File: config.mk
export PLATFORM = sky130hd
export DESIGN_NAME = arbiter_rr_flat
export DESIGN_NICKNAME = d
export VERILOG_FILES = /design/src/rtl/arbiter_pkg.sv /design/src/rtl/arbiter_rr_if.sv /design/src/rtl/arbiter_rr_select.sv /design/src/rtl/arbiter_rr.sv /design/src/flat_wrapper.sv
export SDC_FILE = /design/constraint.sdc
export NUM_CORES = 1
export LEC_CHECK = 0
export ABC_AREA = 1
export BUFFER_PORTS_ARGS = -buffer_cell sky130_fd_sc_hd__buf_2
export CAP_MARGIN = 40
export CELL_PAD_IN_SITES_DETAIL_PLACEMENT = 1
export CELL_PAD_IN_SITES_GLOBAL_PLACEMENT = 1
export CORE_MARGIN = 2
export CORE_UTILIZATION = 37
export CTS_CLUSTER_DIAMETER = 100
export DETAILED_ROUTE_END_ITERATION = 10
export PLACE_DENSITY = 0.95
export SLEW_MARGIN = 20
export SYNTH_ARGS = -nofsm -noshare
export SYNTH_HDL_FRONTEND = slang
export SYNTH_SLANG_ARGS = --single-unit
File: constraint.sdc
create_clock -name clk -period 8.45 [get_ports clk]
set_input_delay 1.69 -clock clk [delete_from_list [all_inputs] [get_ports clk]]
set_output_delay 1.69 -clock clk [all_outputs]
set_load 0.02 [all_outputs]
File: src/rtl/arbiter_pkg.sv
// Shared definitions for the round-robin / fixed-priority stream arbiter.
// Contents: selection-policy encodings and a helper for the burst counter width.
package arbiter_pkg;

  localparam bit ARB_FIXED = 1'b0;
  localparam bit ARB_RR    = 1'b1;

  // Width of a counter that must hold 0..max_hold (at least one bit).
  function automatic int unsigned cnt_width(input int unsigned max_hold);
    return (max_hold == 0) ? 1 : $clog2(max_hold + 1);
  endfunction

endpackage

File: src/rtl/arbiter_rr_if.sv
// Stream bundle between N producers, the arbiter and one consumer.
// Signals: istream_val/rdy/msg per input, ostream_val/rdy/msg for the merged
// output ({source_index, payload}).
// Modports: master = the producer/consumer side, slave = the arbiter.
interface arbiter_rr_if #(
  parameter int unsigned nbits   = 32,
  parameter int unsigned ninputs = 4
);
  localparam int unsigned addr_nbits = $clog2(ninputs);

  logic [ninputs-1:0]          istream_val;
  logic [ninputs-1:0]          istream_rdy;
  logic [nbits-1:0]            istream_msg [ninputs];
  logic                        ostream_val;
  logic                        ostream_rdy;
  logic [addr_nbits+nbits-1:0] ostream_msg;

  modport master (
    output istream_val, istream_msg, ostream_rdy,
    input  istream_rdy, ostream_val, ostream_msg
  );

  modport slave (
    input  istream_val, istream_msg, ostream_rdy,
    output istream_rdy, ostream_val, ostream_msg
  );

endinterface

File: src/rtl/arbiter_rr_select.sv
// Combinational requester search.
// Ports: valid (request vector), start (previous grant), mode (ARB_RR/ARB_FIXED)
//        -> sel (chosen index), any_valid (at least one request).
// Round-robin searches start+1, start+2, ... wrapping and ending at start;
// fixed mode picks the lowest valid index. With no request, sel = start.
module arbiter_rr_select
  import arbiter_pkg::*;
#(
  parameter int unsigned ninputs = 4,
  localparam int unsigned addr_nbits = $clog2(ninputs)
) (
  input  logic [ninputs-1:0]    valid,
  input  logic [addr_nbits-1:0] start,
  input  logic                  mode,
  output logic [addr_nbits-1:0] sel,
  output logic                  any_valid
);

  logic [addr_nbits-1:0] idx;

  // Loops run from the farthest candidate to the nearest so the last hit wins.
  always_comb begin
    sel       = start;
    idx       = '0;
    any_valid = |valid;
    if (mode == ARB_RR) begin
      for (int unsigned k = ninputs; k >= 1; k--) begin
        idx = addr_nbits'((32'(start) + k) % ninputs);
        if (valid[idx]) sel = idx;
      end
    end else begin
      for (int i = int'(ninputs) - 1; i >= 0; i--) begin
        idx = addr_nbits'(i);
        if (valid[idx]) sel = idx;
      end
    end
  end

endmodule

File: src/rtl/arbiter_rr.sv
// N-input val/rdy arbiter merging request streams onto one output tagged with
// the source index, with bounded bursts and a 2-entry output skid buffer.
// Ports: clk, reset (async, active-low), bus (arbiter_rr_if.slave).
// istream_rdy depends only on registered occupancy and the current grant, so
// there is no combinational path from ostream_rdy to any istream_rdy.
module arbiter_rr
  import arbiter_pkg::*;
#(
  parameter int unsigned nbits    = 32,
  parameter int unsigned ninputs  = 4,
  parameter bit          rr_mode  = ARB_RR,
  parameter int unsigned max_hold = 8
) (
  input  logic         clk,
  input  logic         reset,
  arbiter_rr_if.slave  bus
);

  localparam int unsigned addr_nbits = $clog2(ninputs);
  localparam int unsigned cnt_nbits  = cnt_width(max_hold);
  localparam int unsigned word_nbits = addr_nbits + nbits;

  logic [addr_nbits-1:0] last_grant;
  logic [addr_nbits-1:0] cur_grant;
  logic [addr_nbits-1:0] sel;
  logic                  any_valid;
  logic [cnt_nbits-1:0]  hold_cnt;
  logic [cnt_nbits-1:0]  cnt_nxt;
  logic [word_nbits-1:0] fifo_mem [2];
  logic                  wr_ptr;
  logic                  rd_ptr;
  logic [1:0]            occ;
  logic                  hold_c;
  logic                  space_c;
  logic                  xfer_c;
  logic                  deq_c;

  arbiter_rr_select #(
    .ninputs (ninputs)
  ) u_select (
    .valid     (bus.istream_val),
    .start     (last_grant),
    .mode      (rr_mode),
    .sel       (sel),
    .any_valid (any_valid)
  );

  // Grant, readiness and burst-count bookkeeping.
  always_comb begin
    hold_c = bus.istream_val[last_grant] &&
             ((rr_mode == ARB_FIXED) || (max_hold == 0) || (32'(hold_cnt) < max_hold));

    cur_grant = last_grant;
    if (!hold_c && any_valid) cur_grant = sel;

    space_c = (occ != 2'd2) && reset;
    bus.istream_rdy = '0;
    if (space_c) bus.istream_rdy[cur_grant] = 1'b1;

    xfer_c = bus.istream_val[cur_grant] && space_c;
    deq_c  = (occ != 2'd0) && bus.ostream_rdy;

    // A failed hold starts a new burst that counts this cycle's transfer.
    cnt_nxt = hold_cnt;
    if (!hold_c) begin
      cnt_nxt = (xfer_c && (max_hold != 0)) ? cnt_nbits'(1) : '0;
    end else if (xfer_c && (32'(hold_cnt) < max_hold)) begin
      cnt_nxt = hold_cnt + cnt_nbits'(1);
    end
  end

  // Output view of the skid buffer head.
  always_comb begin
    bus.ostream_val = (occ != 2'd0);
    bus.ostream_msg = (occ != 2'd0) ? fifo_mem[rd_ptr] : '0;
  end

  // Control state.
  always_ff @(posedge clk or negedge reset) begin
    if (!reset) begin
      last_grant <= '0;
      hold_cnt   <= '0;
      occ        <= '0;
      wr_ptr     <= 1'b0;
      rd_ptr     <= 1'b0;
    end else begin
      last_grant <= cur_grant;
      hold_cnt   <= cnt_nxt;
      if (xfer_c) wr_ptr <= ~wr_ptr;
      if (deq_c)  rd_ptr <= ~rd_ptr;
      occ <= occ + 2'(xfer_c) - 2'(deq_c);
    end
  end

  // Payload storage; stale contents are masked by occupancy.
  always_ff @(posedge clk) begin
    if (xfer_c) fifo_mem[wr_ptr] <= {cur_grant, bus.istream_msg[cur_grant]};
  end

endmodule

File: src/flat_wrapper.sv
// flat-port wrapper written by rule: the top's interface ports become plain ports
module arbiter_rr_flat import arbiter_pkg::*;
#(
  parameter int unsigned nbits    = 32,
  parameter int unsigned ninputs  = 4,
  parameter bit          rr_mode  = ARB_RR,
  parameter int unsigned max_hold = 8
)
  (clk, reset, bus_istream_val, bus_istream_msg, bus_ostream_rdy, bus_istream_rdy, bus_ostream_val, bus_ostream_msg);
  arbiter_rr_if #(.nbits(nbits), .ninputs(ninputs)) bus_i ();
  input  logic clk;
  input  logic reset;
  input wire logic [$bits(bus_i.istream_val)-1:0] bus_istream_val;
  input wire logic [$bits(bus_i.istream_msg)-1:0] bus_istream_msg;
  input wire logic [$bits(bus_i.ostream_rdy)-1:0] bus_ostream_rdy;
  output wire logic [$bits(bus_i.istream_rdy)-1:0] bus_istream_rdy;
  output wire logic [$bits(bus_i.ostream_val)-1:0] bus_ostream_val;
  output wire logic [$bits(bus_i.ostream_msg)-1:0] bus_ostream_msg;
  assign bus_i.istream_val = bus_istream_val;
  assign bus_i.istream_msg = {>>{bus_istream_msg}};
  assign bus_i.ostream_rdy = bus_ostream_rdy;
  assign bus_istream_rdy = bus_i.istream_rdy;
  assign bus_ostream_val = bus_i.ostream_val;
  assign bus_ostream_msg = bus_i.ostream_msg;
  arbiter_rr #(.nbits(nbits), .ninputs(ninputs), .rr_mode(rr_mode), .max_hold(max_hold)) u_core (.clk(clk), .reset(reset), .bus(bus_i));
endmodule
==> results.md, run 1 <==
Worst setup path:
- The required time of the critical path is 6.76 ns.
- The startpoint type of the worst setup path is an input port.
- The family with the most delay on the worst path is simple AND/OR/NAND/NOR gates.
- The first element of the critical path is bus_istream_val[3].
- The cell type of the slowest stage on the worst timing path is sky130_fd_sc_hd__nand2_4.
- The number of buffers and inverters on the critical path is 4.
- The setup slack on the worst flop-to-flop path is 5.37 ns.
- In this run the worst path has a maximum fanout of 70.
- Walking the worst path, the cells encountered are buf_2 > nand2_1 > nand2_1 > nand2_1 > nand2_1 > inv_2 > nand2_1 > nand2_2 > nand2_1 > nand2_2 > nand2_4 > inv_1 > nor3_1 > buf_2.
- In this run the critical register-to-register path is captured at u_core.fifo_mem[1][22].
- The worst register-to-register path begins at u_core.last_grant[0].
- The largest stage delay on the critical path is 0.76 ns.
- By startpoint and endpoint, the worst setup path is classified as in2out.
- The element type at the critical path end is an output pin.
- The worst register-to-register path has a depth of 15.
- The cell that appears most often on the critical path is sky130_fd_sc_hd__nand2_1.
- The number of logic stages on the critical path including buffering is 14.
- The critical path ends at bus_istream_rdy[1].
- The data arrival time of the worst path is 4.06 ns.

Clock tree:
- Buffers added to address setup during post-CTS repair amount to 0.
- TritonCTS built the clock tree.
- For the worst-skew pair, the clock arrives at the later sink with an insertion delay of 0.34 ns.
- The clock transition at the register clock pins on the worst setup and hold paths after CTS is 0.06 ns.
- The count of cells resized by post-cts repair is 0.
- For this design, the sink count on the clock tree is 78.
- The number of clock buffers added by TritonCTS is 9.
- In this run, post-CTS hold repair placed 0 buffers.
- Counting along the longest clock path gives a buffer depth of 2.
- The clock tree synthesis step divided the H-tree into 3 levels.
- The root buffer cell is sky130_fd_sc_hd__clkbuf_16.

Placed design:
- Port buffering added 173 buffers.
- At the end of routability-driven placement, the weighted congestion stood at 0.804.
- Once placement finished, the instance area stood at 5540 µm².
- The number of cells after detailed placement is 888.
- The detailed-placement wirelength estimate is 11100 µm.

Run:
- Max-cap violations in this run came to 0.

Floorplanning:
- The number of I/O pins is 174.
- The effective utilization at floorplan is 37.9%.
- The floorplan step defined a die boundary enclosing 13200 µm².
- The placeable core region is 12000 µm².
- The site row count is 40.
- The horizontal die dimension is 115 µm.
- The height of the die is 115 µm.

Timing:
- The maximum clock frequency is 174 MHz.
- The worst hold margin is 0.492 ns.
- The number of hold violations in the final report came to 0.
- Adding up every negative setup slack in the final design gives 0 ns.
- The clock arrives with 0.0123 ns of skew.
- At the pin with the least slew margin, the transition time is 0.740 ns.
- Measured against its own limit, the worst slew margin works out to 50.6%.
- Setup violations remaining at the end of the flow were counted as 0.
- Setup repair after global routing left no endpoint under its margin.
- The time the final worst path needs with I/O delays and setup is 5.75 ns.
- The final count of pins violating max slew is 0.
- In the finished design, the share of the clock period the worst path needs comes to 68.1%.

Final layout:
- The area growth from synthesis to layout is 30.0%.
- The number of nets in the finished design is 889.
- The filler cells instantiated in the layout total 1555.
- Cells with a size suffix above 1 make up 28.3% of the layout.
- The cell area after layout is 5910 µm².
- The number of standard cells in the final layout excluding fillers is 905.

Power and ir drop:
- The switching fraction of total power is 49.5%.
- The highest ir drop seen on vdd is 327 µV.
- Combinational logic is responsible for 58.6% of the overall power.
- The internal power of the cells is 0.00158 W.
- Dividing total power by cell area gives a power density of 530 nW/µm².
- The share of power burned in registers is 25.9%.
- Per report_power, the clock group accounts for 15.5% of the total.
- In this run the power spent charging and discharging nets is 0.00155 W.
- The leakage power figure is 3.02 nW.

Drt:
- In the final routed layout, each cell accounts on average for 17.6 µm.
- After detailed routing, the number of remaining DRC violations is 0.
- The count of routing violations after the opening detailed-route iteration is 245.
- The detailed-routing iteration count for the pre-antenna-repair pass is 4.
- The count of nets left with antenna violations after detail routing is 0.
- After detailed routing, the number of vias per cell comes to 5.16.
- Across all layers, the routed design uses 4671 vias.
- Wires add up to 16000 µm.

Status:
- The flow ran to the end, and the final reports show no timing, DRC or antenna violations.

Yosys:
- The share of synthesized area occupied by flip-flops and latches is 50.4%.
- The synthesized netlist contains 23 unique library cells.
- Counting flops with a built-in enable in the synthesized netlist gives 68.
- The combined area of all synthesized cells is 4550 µm².
- The most frequent cell after synthesis is sky130_fd_sc_hd__nand2_1.
- When the netlist entered floorplanning its net count stood at 735.
- sky130_fd_sc_hd__edfxtp_1 takes more of the synthesized area than any other cell.
- In this run the mean area of a mapped cell was 7.61 µm².
- The most used flip-flop cell after synthesis is sky130_fd_sc_hd__edfxtp_1.
- For this run, the number of Yosys warnings is 0.
- After synthesis, the largest area contributor takes up 44.9% of total cell area.
- The proportion of synthesized flip-flops having asynchronous set or reset is 12.8%.
- After synthesis, the most frequently instantiated cells are sky130_fd_sc_hd__nand2_1, sky130_fd_sc_hd__nand3_1, sky130_fd_sc_hd__edfxtp_1.
- In the post-synthesis netlist, the biggest area contributors are sky130_fd_sc_hd__edfxtp_1, sky130_fd_sc_hd__nand2_1, sky130_fd_sc_hd__nand3_1.
- The flip-flop and latch count after synthesis is 78.
- The number of instances in the synthesized netlist is 598.

Min path:
- The type of the most critical hold path is reg2reg.

GRT:
- The largest net degree at the start of global routing is 71.
- The first global-routing pass estimated 25500 µm of wire.
- After global routing the overflow that remains totals 0.
- The number of global-route vias before repair is 4792.
- For this run, the total global-route usage over all layers was measured as 25.0%.
- The initial antenna violation count is 1.
-- stage by stage --
stage	setup slack (ns)	total power (W)	utilization (%)
global placement	1.94	0.00249	45.1
CTS	2.70	0.00315	49.2
global route	2.45	0.00339	49.2
detailed placement	2.72	0.00263	46.1
floorplan	3.79	0.00209	-
finish	2.70	0.00314	49.2
-- kinds of logic after synthesis --
kind of cell,count (synthesis),share of synthesized area (%)
buffers and inverters,55,6.38
AO/OA/AOI/OAI,37,4.13
adder cells (fa/ha/maj),2,0.550
flip-flops,78,50.4
XOR/XNOR,6,1.16
AND/OR/NAND/NOR,420,37.4
-- cell usage in the layout, fill, tap and decap left out --
cell type                   instances
sky130_fd_sc_hd__a211oi_1           1
sky130_fd_sc_hd__a21oi_1           35
sky130_fd_sc_hd__buf_12             3
sky130_fd_sc_hd__buf_16             2
sky130_fd_sc_hd__buf_2            173
sky130_fd_sc_hd__buf_4              3
sky130_fd_sc_hd__bufinv_16          4
sky130_fd_sc_hd__clkbuf_16          9
sky130_fd_sc_hd__clkinv_1           1
sky130_fd_sc_hd__clkinv_4           3
sky130_fd_sc_hd__dfrtp_1           10
sky130_fd_sc_hd__diode_2            1
sky130_fd_sc_hd__edfxtp_1          68
sky130_fd_sc_hd__ha_1               2
sky130_fd_sc_hd__inv_1             10
sky130_fd_sc_hd__inv_2              5
sky130_fd_sc_hd__inv_4              1
sky130_fd_sc_hd__nand2_1          328
sky130_fd_sc_hd__nand2_2            5
sky130_fd_sc_hd__nand2_4            1
sky130_fd_sc_hd__nand3_1           71
sky130_fd_sc_hd__nand3_2            1
sky130_fd_sc_hd__nand3b_2           1
sky130_fd_sc_hd__nor2_1             5
sky130_fd_sc_hd__nor2_4             3
sky130_fd_sc_hd__nor3_1             5
sky130_fd_sc_hd__o21ai_0            1
sky130_fd_sc_hd__xor2_1             6
-- layout make-up --
class	instances	area, µm²	area share (%)
Tap cell	147	184	3.11
Clock inverter	7	146	2.48
Antenna cell	1	2.50	0.0423
Inverter	17	66.3	1.12
Sequential cell	78	2290	38.8
Clock buffer	9	225	3.81
Multi-Input combinational cell	465	1990	33.7
Timing Repair Buffer	181	1000	17.0
-- power by group through the flow --
stage,logic (W),registers [W],clock network (W)
after floorplan,0.00130,0.000789,0
after global placement,0.00169,0.000803,0
after detailed placement,0.00181,0.000816,0
after CTS,0.00185,0.000813,0.000486
after global routing,0.00206,0.000828,0.000500
final,0.00184,0.000813,0.000485
-- sequential cells by signal, summed over array words and instances, names as in the netlist --
signal,flops
u_core.rd_ptr,1
u_core.last_grant,2
u_core.hold_cnt,4
u_core.occ,2
u_core.wr_ptr,1
u_core.fifo_mem,68
-- how the worst min path moves through the flow --
stage,start,to,slack (ns),cells past startpoint
after global placement,u_core.hold_cnt[2],u_core.hold_cnt[2],0.46,1
after detailed placement,u_core.hold_cnt[2],u_core.hold_cnt[2],0.47,1
after global routing,u_core.hold_cnt[2],u_core.hold_cnt[2],0.54,1
after CTS,u_core.hold_cnt[2],u_core.hold_cnt[2],0.49,1
final,u_core.hold_cnt[2],u_core.hold_cnt[2],0.49,1
after floorplan,u_core.hold_cnt[2],u_core.hold_cnt[2],0.43,1
-- per-layer routing --
layer | share of wire [%] | track usage [%] | up-vias
met2 | 52 | 44.0 | 178
li1 | - | - | 2257
met4 | 3.1 | 9.80 | 0
met5 | 0 | 0 | -
met3 | 5.5 | 3.11 | 34
met1 | 40 | 31.4 | 2202
(Power assumes the default switching activity.)
==> inputs of run 2 (changes only) <==
--- a/config.mk
+++ b/config.mk
@@ -11,10 +11,10 @@
 export CELL_PAD_IN_SITES_DETAIL_PLACEMENT = 1
 export CELL_PAD_IN_SITES_GLOBAL_PLACEMENT = 1
 export CORE_MARGIN = 2
-export CORE_UTILIZATION = 37
+export CORE_UTILIZATION = 31
 export CTS_CLUSTER_DIAMETER = 100
 export DETAILED_ROUTE_END_ITERATION = 10
-export PLACE_DENSITY = 0.95
+export PLACE_DENSITY = 0.88
 export SLEW_MARGIN = 20
 export SYNTH_ARGS = -nofsm -noshare
 export SYNTH_HDL_FRONTEND = slang
==> constraint.sdc (replaced) <==
create_clock -name clk -period 5 [get_ports clk]
set_input_delay 1 -clock clk [delete_from_list [all_inputs] [get_ports clk]]
set_output_delay 1 -clock clk [all_outputs]
set_load 0.02 [all_outputs]
==> run 2 against run 1 <==
  * Power rose by 62%
  * Sequential share of layout area rose by 0.36 points
  * Combinational power rose by 68%
  * Critical path depth fell by 2
  * Via count fell by 1.5%
  * Die area rose by 19%
  * Clock power rose by 27%
  * Core utilization fell by 8.6 points
  * Highest routed layer unchanged
==> results.md, run 2 (same netlist as run 1, synthesis figures left out) <==
Clock tree:
- The cell sitting at the root of the clock tree is a sky130_fd_sc_hd__clkbuf_16.
- In this run, CTS created clock tree buffers numbering 9.
- The level count of the clock H-tree is 3.
- The number of clock sinks is 78.
- Post-CTS timing repair inserted 0 buffers for setup.
- In this run the deepest clock path goes through 2 buffers.
- Clock-pin slew was measured on the worst setup and hold paths at 0.07 ns.
- At the later pin of the worst-skew pair, clock insertion delay measures 0.34 ns.
- TritonCTS built the clock tree.
- The count of cells resized by post-cts repair is 0.
- The number of buffers added to fix hold violations after cts is 0.

Worst setup path:
- The startpoint type of the worst setup path is an input port.
- The most numerous cell on the critical path is sky130_fd_sc_hd__nand2_2.
- The classification of the worst setup path is in2out.
- For the worst setup path, the data arrival time is 2.69 ns.
- Walking the worst path, the cells encountered are buf_2 > nand2_1 > nand3_1 > nand3b_2 > nand2_2 > inv_2 > nand2_1 > nand2_2 > nand2_2 > inv_1 > nor3_1 > buf_2.
- On the critical path, the stage with the largest delay is an instance of sky130_fd_sc_hd__nand2_2.
- The element type at the critical path end is an output pin.
- The top fanout value on the critical path is 33.
- The required time of the critical path is 4.00 ns.
- On the worst path, the slowest cell contributes a delay of 0.48 ns.
- The count of cells along the worst register-to-register path is 15.

Final layout:
- The count of filler cells inserted in the layout is 1858.
- The area growth from synthesis to layout is 28.8%.
- The library cells used most frequently in the layout, excluding fill and tap cells, are sky130_fd_sc_hd__nand2_1, sky130_fd_sc_hd__buf_2, sky130_fd_sc_hd__nand3_1.
- Across the whole layout, storage elements account for 2290 µm².
- The largest registers in the layout are u_core.fifo_mem (68), u_core.hold_cnt (4).
- The flip-flop count of the largest register after layout is 68.
- The fraction of final layout cells with drive strength greater than 1 is 28.2%.
- The register with the most flip-flops in the final layout is u_core.fifo_mem.
- The core occupancy in the finished layout is 40.6%.
- The number of nets in the finished design is 890.
- The library cell used most frequently in the layout, excluding fill and tap cells, is sky130_fd_sc_hd__nand2_1.
- In the final layout, the multi-input gates occupy 1990 µm².
- The count of inserted antenna diode cells is 0.
- The number of standard cells in the final layout excluding fillers is 942.

Placed design:
- Input and output buffers added on the ports amount to 173.
- At the end of routability-driven placement, the weighted congestion stood at 0.770.
- The detailed-placement wirelength estimate is 11300 µm.
- The number of cells after detailed placement is 926.

Timing:
- The final count of pins violating max slew is 0.
- The number of hold violations in the final report is 0.
- After layout, the worst path uses 73.7% of the clock period.
- The worst hold margin is 0.469 ns.
- After routing, the total negative slack on setup checks comes to 0 ns.
- In this run the tightest slew margin relative to its limit is 48.7%.
- Setup repair after global routing left no endpoint under its margin.
- The final worst clock skew is 0.00861 ns.
- The smallest clock period supported by the final layout is computed as 3.69 ns.
- The maximum clock frequency is 271 MHz.
- The setup-violating endpoint count in the final report is 0.
- The actual transition at the worst max-transition pin is 0.767 ns.

GRT:
- For this run, global-route usage on met2 was measured as 34.5%.
- The number of global-route vias before repair is 4873.
- The largest net degree at the start of global routing is 65.
- In this run the most used layer during global routing was met2.
- The routing usage on met3 is 2.61%.
- The initial antenna violation count came to 0.
- For this run, the total global-route usage over all layers was measured as 20.1%.
- For met1 alone, demand over resource in global routing was 25.6%.
- The first global-routing pass estimated 25200 µm of wire.
- The overall overflow remaining after global route is 0.

Status:
- The flow ran to the end, and the final reports show no timing, DRC or antenna violations.

Floorplanning:
- The site row count is 44.
- For this design the top-level I/O count stands at 174.
- The placeable core region is 14400 µm².
- The floorplan step set the die height to 125 µm.
- The horizontal die dimension is 125 µm.
- The effective utilization at floorplan is 31.5%.
- The die covers 15700 µm².

Min path:
- The type of the most critical hold path is reg2reg.
- Along the worst hold path, the cell count comes to 1.

Power and ir drop:
- The total power divided by cell area is 866 nW/µm².
- Summed over all cells, the static leakage comes to 2.96 nW.
- The highest ir drop seen on vdd is 275 µV.
- Overall power consumption after layout is estimated at 0.00508 W.

Drt:
- The overall routed net length is 15600 µm.
- The via count is 4600.
- The count of nets left with antenna violations after detail routing is 0.
- The first detailed-routing pass took 4 iterations.
- The detailed-route DRC error count is 0.
- In the final routed layout, each cell accounts on average for 16.6 µm.
- The count of routing violations after the opening detailed-route iteration is 245.
- Dividing the detail-routed via count by the number of cells gives 4.88.

Run:
- Across the run, the number of max-cap violations was 0.
[run 2: cell types whose count changed in the layout (fill, tap and decap cells not counted), sizes merged]
cell      previous run  this run
buf                181       182
clkbuf               9        10
diode                1         0
inv                 16        17
bufinv               4         0
clkinvlp             0         4
clkinv               4         2
[run 2: per-layer routing]
layer / vias up / wire, µm
met5: - / 0
met2: 127 / 7740
met1: 2196 / 6780
li1: 2246 / -
met3: 31 / 605
met4: 0 / 496
[run 2: cell type report]
cell class / count / share of cell area, %
clock buffer: 10 / 3.91
clock inverter: 6 / 0.811
inverter: 17 / 1.13
multi-input combinational: 465 / 33.9
sequential: 78 / 39.1
tap: 184 / 3.93
timing repair buffer: 182 / 17.2
[run 2: critical path, delay by kind of cell]
| kind | cells | cell delay, ns |
|---|---|---|
| buffers and inverters | 4 | 0.50 |
| and+or+nand+nor | 8 | 1.17 |
[run 2: stage by stage]
| stage | setup slack, ns | area, µm² |
|---|---|---|
| after floorplan | 1.64 | 4550 |
| after global placement | 1.41 | 5480 |
| after detailed placement | 1.29 | 5580 |
| after CTS | 1.28 | 5860 |
| after global routing | 1.03 | 5860 |
| final | 1.31 | 5860 |
[run 2: final timing paths]
check	startpoint	end	slack (ns)
min in group asynchronous	reset	u_core.last_grant[1]	0.52
max in group asynchronous	reset	u_core.rd_ptr	4.25
max reg2reg	u_core.last_grant[0]	u_core.fifo_mem[0][6]	2.20
max	bus_istream_val[3]	bus_istream_rdy[3]	1.31
min	u_core.hold_cnt[2]	u_core.hold_cnt[2]	0.47
min reg2reg	u_core.hold_cnt[2]	u_core.hold_cnt[2]	0.47
[run 2: power breakdown]
group | switching (W) | total, W | internal (W)
clock network | 0.000277 | 0.000616 | 0.000339
logic | 0.00222 | 0.00309 | 0.000872
registers | 0.000112 | 0.00137 | 0.00126
